$ cat src/rtl/stream_credit_pkg.sv
// Shared types and constants for the credit-based stream sender.
package stream_credit_pkg;

    // Link control states: forwarding beats, waiting for credits to return, quiesced.
    typedef enum logic [1:0] {
        Run     = 2'd0,
        Drain   = 2'd1,
        Drained = 2'd2
    } credit_state_e;

    localparam int unsigned StallCntWidth = 32;

endpackage

$ cat src/rtl/credit_counter.sv
// Saturating up/down counter with synchronous clear to a programmable initial value.
// Holds at Max on increment (flagging ovf_pulse) and at zero on decrement.
module credit_counter #(
    parameter int unsigned     Width = 4,
    parameter logic [Width-1:0] Max  = '1,
    parameter logic [Width-1:0] Init = '0
) (
    input  logic             clk,
    input  logic             rst,
    input  logic             inc,
    input  logic             dec,
    input  logic             clr,
    output logic [Width-1:0] count,
    output logic [Width-1:0] next_count,
    output logic             ovf_pulse
);

    // Next-count selection: clear wins, simultaneous inc/dec cancel, both ends saturate.
    always_comb begin
        next_count = count;
        ovf_pulse  = 1'b0;
        if (clr) begin
            next_count = Init;
        end else if (inc && !dec) begin
            if (count == Max) begin
                ovf_pulse = 1'b1;
            end else begin
                next_count = count + Width'(1);
            end
        end else if (dec && !inc) begin
            if (count != '0) begin
                next_count = count - Width'(1);
            end
        end
    end

    // Count register, reset to the initial value.
    always_ff @(posedge clk or posedge rst) begin
        if (rst) begin
            count <= Init;
        end else begin
            count <= next_count;
        end
    end

endmodule

$ cat src/rtl/stream_credit_sender.sv
// Transmit end of a credit-based stream link. Converts a valid/ready stream into a
// registered valid-only beat stream, spending one credit per beat and regaining one
// per credit_i pulse. Includes a drain handshake for quiescing the link.
// Optional stall statistics are built when STREAM_CREDIT_SENDER_STATS_EN is defined;
// otherwise stall_cnt_o is tied to zero.
module stream_credit_sender
    import stream_credit_pkg::*;
#(
    parameter int unsigned NumCredits = 8,
    parameter type         type_t     = logic,
    parameter int unsigned CntWidth   = $clog2(NumCredits + 1)
) (
    input  logic                     clk_i,
    input  logic                     rst_i,
    input  logic                     flush_i,
    input  type_t                    data_i,
    input  logic                     valid_i,
    output logic                     ready_o,
    output type_t                    data_o,
    output logic                     valid_o,
    input  logic                     credit_i,
    output logic [CntWidth-1:0]      credits_o,
    input  logic                     drain_req_i,
    output logic                     drain_ack_o,
    output logic                     err_o,
    output logic [StallCntWidth-1:0] stall_cnt_o
);

    localparam logic [CntWidth-1:0] MaxCredits = CntWidth'(NumCredits);

    credit_state_e       state;
    credit_state_e       state_next;
    logic                hs;
    logic [CntWidth-1:0] credits_next;
    logic                credit_ovf;

    // Upstream may only hand over a beat when running, a remote slot is free and no flush.
    assign ready_o = (state == Run) && (credits_o != '0) && !flush_i;
    assign hs      = valid_i && ready_o;

    credit_counter #(
        .Width (CntWidth),
        .Max   (MaxCredits),
        .Init  (MaxCredits)
    ) u_credit_counter (
        .clk        (clk_i),
        .rst        (rst_i),
        .inc        (credit_i),
        .dec        (hs),
        .clr        (flush_i),
        .count      (credits_o),
        .next_count (credits_next),
        .ovf_pulse  (credit_ovf)
    );

    // Output beat register; data holds its last value when no beat is issued.
    always_ff @(posedge clk_i or posedge rst_i) begin
        if (rst_i) begin
            valid_o <= 1'b0;
            data_o  <= '0;
        end else begin
            valid_o <= hs;
            if (hs) begin
                data_o <= data_i;
            end
        end
    end

    // Sticky overflow flag: a credit came back while all credits were already held.
    always_ff @(posedge clk_i or posedge rst_i) begin
        if (rst_i) begin
            err_o <= 1'b0;
        end else if (flush_i) begin
            err_o <= 1'b0;
        end else if (credit_ovf) begin
            err_o <= 1'b1;
        end
    end

    // Drain FSM next state; drained is declared as soon as the count returns to full.
    always_comb begin
        state_next = state;
        if (flush_i) begin
            state_next = Run;
        end else begin
            unique case (state)
                Run: begin
                    if (drain_req_i) begin
                        state_next = Drain;
                    end
                end
                Drain: begin
                    if (!drain_req_i) begin
                        state_next = Run;
                    end else if (credits_next == MaxCredits) begin
                        state_next = Drained;
                    end
                end
                Drained: begin
                    if (!drain_req_i) begin
                        state_next = Run;
                    end
                end
                default: state_next = Run;
            endcase
        end
    end

    // State and registered drain acknowledge, kept in step with each other.
    always_ff @(posedge clk_i or posedge rst_i) begin
        if (rst_i) begin
            state       <= Run;
            drain_ack_o <= 1'b0;
        end else begin
            state       <= state_next;
            drain_ack_o <= (state_next == Drained);
        end
    end

`ifdef STREAM_CREDIT_SENDER_STATS_EN
    logic                     stall;
    logic [StallCntWidth-1:0] stall_cnt_next;
    logic                     stall_cnt_sat;

    // Upstream has data but no credit is available while the link is running.
    assign stall = valid_i && !ready_o && (state == Run);

    credit_counter #(
        .Width (StallCntWidth),
        .Max   ({StallCntWidth{1'b1}}),
        .Init  ('0)
    ) u_stall_counter (
        .clk        (clk_i),
        .rst        (rst_i),
        .inc        (stall),
        .dec        (1'b0),
        .clr        (flush_i),
        .count      (stall_cnt_o),
        .next_count (stall_cnt_next),
        .ovf_pulse  (stall_cnt_sat)
    );
`else
    assign stall_cnt_o = '0;
`endif

endmodule

$ cat config.mk
export PLATFORM = sky130hd
export DESIGN_NAME = stream_credit_sender
export DESIGN_NICKNAME = d
export VERILOG_FILES = /design/src/rtl/stream_credit_pkg.sv /design/src/rtl/credit_counter.sv /design/src/rtl/stream_credit_sender.sv
export SDC_FILE = /design/constraint.sdc
export NUM_CORES = 1
export LEC_CHECK = 0
export ABC_AREA = 1
export CAP_MARGIN = 0
export CELL_PAD_IN_SITES_DETAIL_PLACEMENT = 1
export CELL_PAD_IN_SITES_GLOBAL_PLACEMENT = 1
export CORE_ASPECT_RATIO = 0.6
export CORE_MARGIN = 4
export CORE_UTILIZATION = 26
export CTS_CLUSTER_SIZE = 20
export DETAILED_ROUTE_END_ITERATION = 10
export PLACE_DENSITY_LB_ADDON = 0.1
export SYNTH_ARGS = -nofsm -noshare
export SYNTH_HDL_FRONTEND = slang
export SYNTH_HIERARCHICAL = 1
export SYNTH_SLANG_ARGS = --single-unit
$ cat constraint.sdc
create_clock -name clk_i -period 2 [get_ports clk_i]
set_input_delay 0.4 -clock clk_i [delete_from_list [all_inputs] [get_ports clk_i]]
set_output_delay 0.4 -clock clk_i [all_outputs]
set_load 0.01 [all_outputs]
==> results of run 1 <==
[timing repair]
action / in CTS / in global routing
setup buffers: 4 / 6
hold buffers: 0 / 0
pin swaps: 6 / 13
resized for setup: 5 / 11
setup endpoints to repair: 4 / 3
[cells by family after synthesis]
group / count (synthesis) / share of synthesized area
AO/OA/AOI/OAI: 6 / 0.0387
other: 1 / 0.00415
flip-flops: 10 / 0.278
AND/OR/NAND/NOR: 56 / 0.303
buffers and inverters: 52 / 0.349
adder cells (fa/ha/maj): 2 / 0.0277
[power by group through the flow]
stage | sequential [uW] | combinational [uW] | clock [uW]
after detailed placement | 242 | 278 | 0
after global routing | 240 | 358 | 279
final | 238 | 320 | 263
after global placement | 241 | 272 | 0
after floorplan | 257 | 189 | 0
after CTS | 239 | 288 | 268
[per-stage QoR]
step	utilization	instances	hold slack [ns]	setup slack, ns	power, uW
after global routing	0.369	208	0.397	-0.0789	878
after global placement	0.317	194	0.459	-0.343	513
final	0.369	208	0.370	0.0776	821
after floorplan	-	158	0.165	0.132	446
after CTS	0.344	202	0.373	0.0121	795
after detailed placement	0.317	194	0.462	-0.487	519
[cell usage in the layout, fill, tap and decap left out, types with 5 or more instances in the layout]
cell,n
nor2_4,5
nand2_1,18
buf_4,16
conb_1,32
dfrtp_1,9
clkdlybuf4s50_1,13
inv_1,12
inv_2,7
nor2_1,10
nand3_1,8
[cell type report]
cell class | count | share of cell area
inverters | 20 | 0.0615
flip-flops and latches | 10 | 0.206
well taps | 45 | 0.0462
clock buffers | 4 | 0.0451
multi-input cells | 96 | 0.403
repair buffers | 33 | 0.238
[flip-flops by register name, indices dropped and copies added, names as in the netlist]
name / cells
data_o: 1
u_credit_counter/count: 4
err_o: 1
drain_ack_o: 1
state: 2
valid_o: 1
[critical path: stages, from the launching register on]
cell and delay (ns):
dfstp_2 0.53, nor2_1 0.04, nand2_1 0.11, nand3_2 0.10, inv_2 0.08, inv_2 0.04
nor2_4 0.15, nand2_1 0.09, nand2_1 0.08, nand2_2 0.06, nor2_4 0.10, nor2_4 0.06
nor2_2 0.10, nand3_2 0.10, and3_4 0.16
[metal layers]
| layer | GRT usage | routed length (um) | up-vias |
|---|---|---|---|
| met5 | 0 | 0 | - |
| met4 | 0.0321 | 27 | 0 |
| met3 | 0.0275 | 177 | 2 |
| met2 | 0.160 | 1060 | 33 |
| met1 | 0.142 | 1130 | 377 |
| li1 | - | - | 398 |
[how the worst max path moves through the flow]
stage                                    startpoint  endpoint  slack [ns]  depth (start not counted)
final                     u_credit_counter/count[3]  state[0]        0.08                         14
after global routing      u_credit_counter/count[0]  state[0]       -0.08                         14
after CTS                 u_credit_counter/count[3]  state[0]        0.01                         14
after detailed placement                    flush_i  state[0]       -0.49                         16
after global placement                      flush_i  state[0]       -0.34                         16
after floorplan           u_credit_counter/count[3]  state[0]        0.13                         14
==> results.py, run 1 <==
metrics = {
    "status": {
        "status": "completed",
    },
    "logic_synthesis": {
        "ys_ff_latch": 10,
        "synth_ff_type": "dfrtp_1",
        "synth_top_area_cell": "buf_4",
        "syn_avg_cell_area_sq_um": 7.12,
        "synth_area_sq_um": 905,
        "synth_top_cells_by_count": "32 x buf_4, 19 x nand2_1, 14 x inv_1, 14 x nor2_1, 10 x nand3_1",
        "synth_top_area_share": 0.266,
        "yosysUniqueCellTypes": 21,
        "syn-instance-count": 127,
        "yosys_warnings": 6,
        "synth-seq-area-share": 0.278,
        "synth_edf_count": 0,
        "async_flop_share": 1.00,
        "synthTopCellsByArea": "buf_4 27%, dfrtp_1 25%, nand2_1 7.9%, inv_1 5.8%, nor2_1 5.8%",
        "yosysMostFrequentCell": "buf_4",
    },
    "flow_run": {
        "cap_violations": 0,
    },
    "clocking": {
        "root_buffer": "clkbuf_8",
        "clock_latency_ns": 0.24,
        "cts_tree": "done",
        "cts-htree-levels": 1,
        "cts_inserted_buffers": 3,
        "cts_buffer_depth": 2,
        "clock-sinks": 10,
        "path_clk_slew_ns": 0.05,
    },
    "finish": {
        "design_area_sq_um": 1220,
        "area_growth_pct": 34.9,
        "seq_area_sq_um": 251,
        "layout.nets": 173,
        "drive_gt1_frac": 0.282,
        "num_antenna_cells": 0,
        "multi_input_area_sq_um": 492,
        "fill_cells": 430,
    },
    "power_and_ir_drop": {
        "sw_frac_of_total": 0.344,
        "clock_power_share": 0.320,
        "p_int_uw": 538,
        "power_density_nw_per_um2": 673,
        "pwr-share-comb": 0.390,
        "leakagePower_uw": 0.000641,
        "power_frac_seq": 0.290,
        "vdd_drop_max_uv": 189,
        "p_switching_uw": 282,
    },
    "floorplan": {
        "start_util": 0.274,
        "die_h_um": 53.7,
        "core_area_sq_um": 3300,
        "die_w_um": 84.2,
        "dieArea_sq_um": 4520,
        "ios": 48,
        "rows": 16,
    },
    "placement": {
        "place_hpwl_mm": 1.95,
        "gp_routability_congestion": 0.690,
        "dpl-instance-area_sq_um": 1050,
        "port_buffers": 15,
    },
    "sta": {
        "slew_violations": 0,
        "fmax_mhz": 520,
        "rsz0062_at_grt": "true",
        "fin_crit_ns": 1.92,
        "fin_tns_setup_ns": 0,
        "fin_skew_ns": 0.00366,
        "finalSetupViolCount": 0,
        "hold_violations": 0,
        "fin_crit_sh": 0.961,
    },
    "critical_path": {
        "r2r_start": "u_credit_counter/count[3]",
        "reg2reg_depth": 14,
        "rrSetupSlack_ns": 0.08,
        "crit_fanout": 4,
        "worstPathRequired_ns": 2.13,
        "crit_type": "register to register",
        "arrival_ns": 2.05,
        "r2r-end": "state[0]",
        "cp-start-kind": "register",
        "crit_path_end_kind": "register",
    },
    "hold_path": {
        "holdCritPathClass": "primary input to asynchronous set/reset pin",
    },
    "routing": {
        "routed_wl_mm": 2.39,
        "drt_iter0_markers": 12,
        "viasPerCell": 3.89,
        "drtPass1Iterations": 4,
        "avgRoutedWirePerCell_um": 11.5,
        "detail-route-antenna-nets": 0,
        "vias": 810,
        "drc": 0,
    },
    "global_route": {
        "grt_usage": 0.104,
        "overflow": 0,
        "antenna_found_initial": 0,
        "grt_pass1_wl_mm": 3.55,
        "grt_max_degree": 9,
        "grt_pass1_vias": 722,
    },
}
Note: power is estimated with default switching activity, not from simulation.
==> run 2: changes to the inputs <==
--- a/config.mk
+++ b/config.mk
@@ -19,3 +19,4 @@
 export SYNTH_HDL_FRONTEND = slang
 export SYNTH_HIERARCHICAL = 1
 export SYNTH_SLANG_ARGS = --single-unit
+export TNS_END_PERCENT = 20
==> results.py, run 2 (synthesized netlist as in run 1, its figures left out) <==
metrics = {
    "status": {
        "status": "completed",
    },
    "flow_run": {
        "cap_violations": 0,
    },
    "sta": {
        "rsz0062_at_grt": "true",
        "timing.hold.ws_ns": 0.369,
        "finalSetupViolCount": 0,
        "slew_violations": 0,
        "fmax_mhz": 500,
        "fin_crit_sh": 1.00,
        "hold_violations": 0,
        "fin_crit_ns": 2.00,
        "fin_skew_ns": 0.00396,
    },
    "critical_path": {
        "crit_path_end_kind": "register",
        "rrSetupSlack_ns": 0.0008,
        "crit_type": "register to register",
        "cp-start-kind": "register",
        "r2r-end": "state[0]",
        "r2r_start": "u_credit_counter/count[3]",
        "reg2reg_depth": 14,
        "worstPathRequired_ns": 2.13,
        "arrival_ns": 2.13,
        "crit_fanout": 4,
    },
    "clocking": {
        "clock-sinks": 10,
        "cts_inserted_buffers": 3,
        "root_buffer": "clkbuf_8",
        "cts_buffer_depth": 2,
        "cts_tree": "done",
        "clock_latency_ns": 0.24,
        "hold_buffers": 0,
        "path_clk_slew_ns": 0.05,
        "cts-htree-levels": 1,
    },
    "placement": {
        "port_buffers": 15,
        "place_hpwl_mm": 1.95,
        "gp_routability_congestion": 0.690,
    },
    "power_and_ir_drop": {
        "p_switching_uw": 275,
        "leakagePower_uw": 0.000614,
        "clock_power_share": 0.332,
        "pwr-share-comb": 0.364,
        "power_frac_seq": 0.304,
        "vdd_drop_max_uv": 186,
        "sw_frac_of_total": 0.348,
        "power_density_nw_per_um2": 693,
        "p_int_uw": 516,
    },
    "finish": {
        "reg_top3": "u_credit_counter/count x4, state x2",
        "layout_common_cells": "32 x conb_1, 18 x nand2_1, 13 x inv_1, 12 x clkdlybuf4s50_1, 11 x nor2_1",
        "drive_gt1_frac": 0.213,
        "largest_reg_flops": 4,
        "final_util": 0.345,
        "multi_input_area_sq_um": 472,
        "layout.nets": 165,
        "max_flop_register": "u_credit_counter/count",
        "num_antenna_cells": 0,
        "fill_cells": 427,
        "final_common_cell": "conb_1",
        "seq_area_sq_um": 251,
        "area_growth_pct": 26.1,
    },
    "floorplan": {
        "dieArea_sq_um": 4520,
        "rows": 16,
        "die_h_um": 53.7,
        "start_util": 0.274,
        "core_area_sq_um": 3300,
        "die_w_um": 84.2,
        "ios": 48,
    },
    "routing": {
        "drtPass1Iterations": 3,
        "avgRoutedWirePerCell_um": 11.9,
        "drc": 0,
        "drt_iter0_markers": 26,
        "detail-route-antenna-nets": 0,
        "vias": 768,
        "viasPerCell": 3.84,
        "routed_wl_mm": 2.38,
    },
    "global_route": {
        "antenna_found_initial": 0,
        "grt_pass1_wl_mm": 3.48,
        "grt_pass1_vias": 695,
        "overflow": 0,
        "grt_max_degree": 9,
        "grt_usage": 0.103,
    },
    "hold_path": {
        "holdCritPathClass": "primary input to asynchronous set/reset pin",
    },
}
-- run 2: cell type report --
cell class,instances,share of cell area
Multi-Input combinational cell,96,0.413
Sequential cell,10,0.220
Timing Repair Buffer,25,0.201
Inverter,20,0.0680
Tap cell,45,0.0493
Clock buffer,4,0.0482
-- run 2: metrics by stage --
| stage | setup WS, ns | power (uW) | cell area [sq um] | TNS (ns) | instances |
|---|---|---|---|---|---|
| 6_report | 0.000804 | 791 | 1140 | 0 | 200 |
| 5_1_grt | -0.111 | 844 | 1140 | -0.195 | 200 |
| 4_1_cts | -0.171 | 785 | 1100 | -0.385 | 198 |
| 3_5_place_dp | -0.487 | 519 | 1050 | -1.80 | 194 |
| 3_3_place_gp | -0.343 | 513 | 1050 | -1.14 | 194 |
| 2_1_floorplan | 0.132 | 446 | 1020 | 0 | 158 |
-- run 2: power groups by stage --
stage	sequential, uW	combinational (uW)	clock, uW
detailed placement	242	278	0
floorplan	257	189	0
CTS	239	277	268
finish	240	288	263
global placement	241	272	0
global route	242	323	279
-- run 2: metal layers --
| layer | part of all wire | track usage |
|---|---|---|
| met2 | 0.45 | 0.153 |
| met5 | 0 | 0 |
| met4 | 0.011 | 0.0321 |
| met3 | 0.062 | 0.0275 |
| met1 | 0.48 | 0.144 |
-- run 2: worst max path at each step --
stage	cells past startpoint	start	slack [ns]	end
2_1_floorplan	14	u_credit_counter/count[3]	0.13	state[0]
3_3_place_gp	16	flush_i	-0.34	state[0]
3_5_place_dp	16	flush_i	-0.49	state[0]
4_1_cts	16	flush_i	-0.17	state[0]
5_1_grt	14	u_credit_counter/count[3]	-0.11	state[0]
6_report	14	u_credit_counter/count[3]	0.0008	state[0]
-- run 2: worst max-delay path, cell delays in order (launching register included) --
cell	delay [ns]
dfstp_2	0.54
nor2_2	0.04
nand2_2	0.09
nand3_4	0.09
inv_4	0.08
inv_2	0.04
nor2_4	0.18
nand2_1	0.09
nand2_1	0.07
nand2_1	0.06
nor2_2	0.13
nor2_2	0.06
nor2_1	0.09
nand3_1	0.13
and3_1	0.19
-- run 2: repair_timing --
| action | in CTS | in global routing |
|---|---|---|
| endpoints found under the setup margin | 4 | 4 |
| setup buffers | 0 | 2 |
| pin swaps | 1 | 8 |
| gates resized for setup | 2 | 8 |
==> run 3: changes to the inputs <==
--- a/config.mk
+++ b/config.mk
@@ -6,7 +6,7 @@
 export NUM_CORES = 1
 export LEC_CHECK = 0
 export ABC_AREA = 1
-export CAP_MARGIN = 0
+export CAP_MARGIN = 20
 export CELL_PAD_IN_SITES_DETAIL_PLACEMENT = 1
 export CELL_PAD_IN_SITES_GLOBAL_PLACEMENT = 1
 export CORE_ASPECT_RATIO = 0.6
==> results of run 3 <==
Same layout as run 2: the final DEF is identical, and so are final timing and power.
